<file path="config.mk">
export PLATFORM = sky130hd
export DESIGN_NAME = piso_serializer
export DESIGN_NICKNAME = d
export VERILOG_FILES = /design/src/rtl/piso_pkg.sv /design/src/rtl/piso_bit_counter.sv /design/src/rtl/piso_serializer.sv
export SDC_FILE = /design/constraint.sdc
export NUM_CORES = 1
export LEC_CHECK = 0
export BUFFER_PORTS_ARGS = -buffer_cell sky130_fd_sc_hd__buf_4
export CAP_MARGIN = 20
export CORE_UTILIZATION = 33
export CTS_CLUSTER_DIAMETER = 200
export CTS_CLUSTER_SIZE = 8
export DETAILED_ROUTE_END_ITERATION = 6
export PLACE_DENSITY = 0.61
export SKIP_CTS_REPAIR_TIMING = 1
export SLEW_MARGIN = 5
export SYNTH_ARGS = -nofsm -noshare
export SYNTH_HDL_FRONTEND = slang
export SYNTH_SLANG_ARGS = --single-unit
</file>
<file path="constraint.sdc">
create_clock -name clk -period 3.4 [get_ports clk]
set_clock_uncertainty 0.2 [all_clocks]
set_input_delay 0.34 -clock clk [delete_from_list [all_inputs] [get_ports clk]]
set_output_delay 0.34 -clock clk [all_outputs]
set_load 0.03 [all_outputs]
</file>
<file path="src/rtl/piso_pkg.sv">
// Shared types for the parallel-in serial-out serializer.
// Holds the FSM state encoding used by the top level.
package piso_pkg;

    typedef enum logic {
        IDLE  = 1'b0,
        SHIFT = 1'b1
    } state_t;

    localparam int DEFAULT_WIDTH = 8;

endpackage

</file>
<file path="src/rtl/piso_bit_counter.sv">
// Bit position counter for one serial frame.
// Saturates at WIDTH-1; the owner clears it to start a frame.
module piso_bit_counter #(
    parameter int WIDTH = 8
) (
    input  logic clk,
    input  logic clear,
    input  logic increment,
    output logic last
);

    localparam int CW = $clog2(WIDTH);

    logic [CW-1:0] count_q;
    logic [CW-1:0] count_d;

    // Next count: clear wins, then increment, else hold.
    always_comb begin
        count_d = count_q;
        if (clear) begin
            count_d = '0;
        end else if (increment && !last) begin
            count_d = count_q + CW'(1);
        end
    end

    // Count register.
    always_ff @(posedge clk) begin
        count_q <= count_d;
    end

    assign last = (count_q == CW'(WIDTH - 1));

endmodule

</file>
<file path="src/rtl/piso_serializer.sv">
// Parallel-in serial-out serializer with valid/ready load side.
// Supports seamless back-to-back words and downstream stalls.
module piso_serializer
    import piso_pkg::*;
#(
    parameter int WIDTH     = DEFAULT_WIDTH,
    parameter int MSB_FIRST = 0
) (
    input  logic             clk,
    input  logic             reset,
    input  logic [WIDTH-1:0] parallel_data_in,
    input  logic             load_valid,
    output logic             load_ready,
    input  logic             shift_en,
    output logic             serial_data_out,
    output logic             serial_valid,
    output logic             busy,
    output logic             done
);

    state_t           state_q;
    state_t           state_d;
    logic [WIDTH-1:0] sreg_q;
    logic [WIDTH-1:0] sreg_d;
    logic             done_q;
    logic             done_d;

    logic             last;
    logic             consume;
    logic             accept;
    logic             cnt_clear;
    logic             cnt_inc;
    logic [WIDTH-1:0] shifted;
    logic             head;

    piso_bit_counter #(
        .WIDTH(WIDTH)
    ) u_cnt (
        .clk      (clk),
        .clear    (cnt_clear),
        .increment(cnt_inc),
        .last     (last)
    );

    // Handshake, shift direction and next-state decode.
    always_comb begin
        consume    = (state_q == SHIFT) && shift_en;
        load_ready = (state_q == IDLE) || (consume && last);
        accept     = load_valid && load_ready;
        if (MSB_FIRST != 0) begin
            shifted = {sreg_q[WIDTH-2:0], 1'b0};
            head    = sreg_q[WIDTH-1];
        end else begin
            shifted = {1'b0, sreg_q[WIDTH-1:1]};
            head    = sreg_q[0];
        end
        cnt_clear = reset || accept || (consume && last);
        cnt_inc   = consume && !last;
        state_d   = state_q;
        sreg_d    = sreg_q;
        done_d    = consume && last;
        if (accept) begin
            state_d = SHIFT;
            sreg_d  = parallel_data_in;
        end else if (consume) begin
            sreg_d = shifted;
            if (last) begin
                state_d = IDLE;
            end
        end
    end

    // FSM state, shift register and done pulse; reset aborts any frame.
    always_ff @(posedge clk) begin
        if (reset) begin
            state_q <= IDLE;
            sreg_q  <= '0;
            done_q  <= 1'b0;
        end else begin
            state_q <= state_d;
            sreg_q  <= sreg_d;
            done_q  <= done_d;
        end
    end

    assign serial_valid    = (state_q == SHIFT);
    assign busy            = serial_valid;
    assign serial_data_out = serial_valid && head;
    assign done            = done_q;

endmodule

</file>
==> run_results.csv <==
group,metric,value,unit
yosys,synth_seq_area_share,33.9,%
drt,drt_iter0_drc,9,
yosys,yosysUniqueCellTypes,23,
global_routing,grt_pass1_vias,634,
yosys,synth_xor_xnor_area_share,0,%
worst_setup_path,regToRegStartpoint,"u_cnt.count_q[0]$_SDFFE_PP0P_",
yosys,synth_simple_gate_area_share,17.3,%
layout,nets,110,
yosys,synth_fp_nets,96,
die,io_pins,17,
worst_setup_path,cp-start-kind,"flop",
drt,wl_per_cell,12.8,um
die,die_area,2530,um2
worst_setup_path,startpoint,"busy$_SDFFE_PP0P_",
die,core_area,2210,um2
timing,slew_violations,0,
worst_setup_path,critPathMaxFanout,25,
drt,drc,0,
yosys,yosys.area_share.adder,3.26,%
timing,slew_headroom,48.1,%
timing,hold_viol_final,0,
global_routing,track_usage,13.8,%
drt,route.antenna.remaining_nets,0,
yosys,synth_top_family_by_area,"multiplexers",
drt,via_per_inst,5.28,
worst_setup_path,critical_path_class,"reg -> out",
worst_hold_path,whs_path_depth,2,
timing,fin_crit_sh,60.2,%
worst_hold_path,hold_path_class,"in -> reg",
timing,setup_violations,0,
global_routing,antenna_found_initial,0,
timing,holdWs,124,ps
clocking,clock_sinks,13,
placement,dpl_cell_area,876,um2
drt,dr.pass1.iters,4,
placement,portBuffers,16,
layout,fin_cells,123,
die,rows,17,
die,die_h,50.3,um
pwr,power.leakage,0.412,nW
worst_hold_path,worstHoldStart,"reset",
layout,final_cell_mix,"buf_4 (16), dfxtp_1 (13), mux2i_1 (10)",
global_routing,grt_pass1_wl,2.68,mm
worst_setup_path,r2r_slack,1730,ps
clocking,htree_levels,1,
worst_setup_path,max_stage_delay,830,ps
worst_setup_path,cp.required,2860,ps
yosys,synth_mux_area_share,21.8,%
layout,area_growth_syn_to_layout,17.4,%
clocking,tritoncts,"yes",
layout,fin_area,902,um2
layout,regArea,260,um2
outcome,status,"complete, no violations",
worst_setup_path,worst-path-buf-inv,1,
timing,rsz0062_at_grt,"false",
worst_hold_path,hold_path_end,"sreg_q[1]$_SDFFE_PP0P_",
layout,post-route-util,40.8,%
pwr,finalPower,0.340,mW
timing,max_freq,488,MHz
drt,vias,649,
layout,fill_cells,232,
global_routing,grt-ovfl-total,0,
layout,final_common_cell,"buf_4",
yosys,syn_avg_cell_area,9.37,um2
pwr,powerDensity,377,nW/um2
pwr,ir_drop,0.000195,V
layout,antenna_cells,0,
global_routing,grt_max_degree,26,
worst_setup_path,r2r_cells,5,
worst_setup_path,slowest_stage,"dfxtp_1",
yosys,synth_compound_area_share,17.1,%
timing,tightest_slew,777,ps
worst_setup_path,cp_cell_sequence,"and2_1 -> buf_4",
yosys,ys_ff_latch,13,
die,start_util,34.7,%
clocking,ctsRootBufferMaster,"clkbuf_4",
timing,finalSetupTns,0,ps
worst_setup_path,cpLargestDelayFamily,"flip-flops",
placement,hpwl,1.08,mm
clocking,cts_buffers,3,
clocking,worstSkewPairLatency,280,ps
placement,gp_congestion,0.677,
worst_setup_path,worstSetupEndpointType,"output port",
timing,fin_ws,1350,ps
yosys,synth_cells,82,
timing,finalCriticalPeriod,2050,ps
clocking,clk_pin_slew,80,ps
worst_setup_path,cp.arrival,1510,ps
die,die_w,50.3,um
worst_setup_path,reg2reg_to,"sreg_q[6]$_SDFFE_PP0P_",
yosys,netlist_area,768,um2
layout,multiInputGateArea,457,um2
run,drv_cap,0,
clocking,cts_buffer_depth,2,
drt,routed_wl,1.57,mm
yosys,yosys_warnings,0,
layout,drive_gt1_share,29.5,%
placement,dp.cells,119,
placement,preCtsSetupSlack,1650,ps
worst_setup_path,path_depth,2,
[registers in the layout, summed over array words and instances, names as in the netlist]
signal,count
done,1
sreg_q,8
busy,1
u_cnt.count_q,3
[how the worst max path moves through the flow]
stage,endpoint,slack [ps]
after floorplan,serial_data_out,1580
after global placement,serial_data_out,1690
after detailed placement,serial_data_out,1650
after CTS,serial_data_out,1330
after global routing,serial_data_out,1250
final,serial_data_out,1350
[logic make-up (layout without fill, tap and decap cells)]
logic type / Yosys count / count (layout)
AO/OA/AOI/OAI: 19 / 19
adder cells (fa/ha/maj): 2 / 2
buffers and inverters: 8 / 21
flip-flops: 13 / 13
multiplexers: 16 / 16
AND/OR/NAND/NOR: 24 / 24
[worst reg2reg max path, cell delays in order, from the launching register on]
cell and delay [ps]:
dfxtp_1 360, ha_1 160, ha_1 270, nand2_2 210
mux2i_1 170, a211oi_1 230
[Yosys cell counts]
cell type | number | area, um2
nand4b_1 | 2 | 17.5
clkbuf_8 | 1 | 13.8
o221a_2 | 1 | 11.3
buf_2 | 3 | 15.0
mux2i_1 | 10 | 100
a211oi_1 | 6 | 45.0
nand2b_1 | 7 | 43.8
nand4_1 | 1 | 6.26
ha_1 | 2 | 25.0
clkbuf_1 | 1 | 3.75
buf_4 | 2 | 15.0
nor3b_1 | 2 | 15.0
and2_1 | 1 | 6.26
nand2_1 | 6 | 22.5
a211o_1 | 1 | 8.76
nand2_2 | 1 | 6.26
a21o_2 | 1 | 8.76
nor2_1 | 4 | 15.0
o22ai_1 | 6 | 37.5
inv_1 | 1 | 3.75
mux2_2 | 6 | 67.6
a21oi_1 | 4 | 20.0
dfxtp_1 | 13 | 260
[where the power goes]
| group | total, mW | switching, mW | internal [mW] |
|---|---|---|---|
| Sequential | 0.172 | 0.00941 | 0.162 |
| Combinational | 0.0706 | 0.0337 | 0.0369 |
| Clock | 0.0977 | 0.0522 | 0.0455 |
[layer usage]
layer / global-route usage [%] / wire [um] / share of wire [%]
met5: 0 / 0 / 0
met4: 2.86 / 0 / 0
met3: 4.85 / 80 / 5.1
met2: 24.0 / 746 / 47
met1: 16.1 / 748 / 48
[area by class of cell]
| cell class | instances | share of cell area [%] |
|---|---|---|
| multi-input combinational | 61 | 50.6 |
| sequential | 13 | 28.8 |
| timing repair buffer | 16 | 13.3 |
| tap | 28 | 3.88 |
| clock buffer | 4 | 2.91 |
| inverter | 1 | 0.416 |
Note: power is estimated with default switching activity, not from simulation.
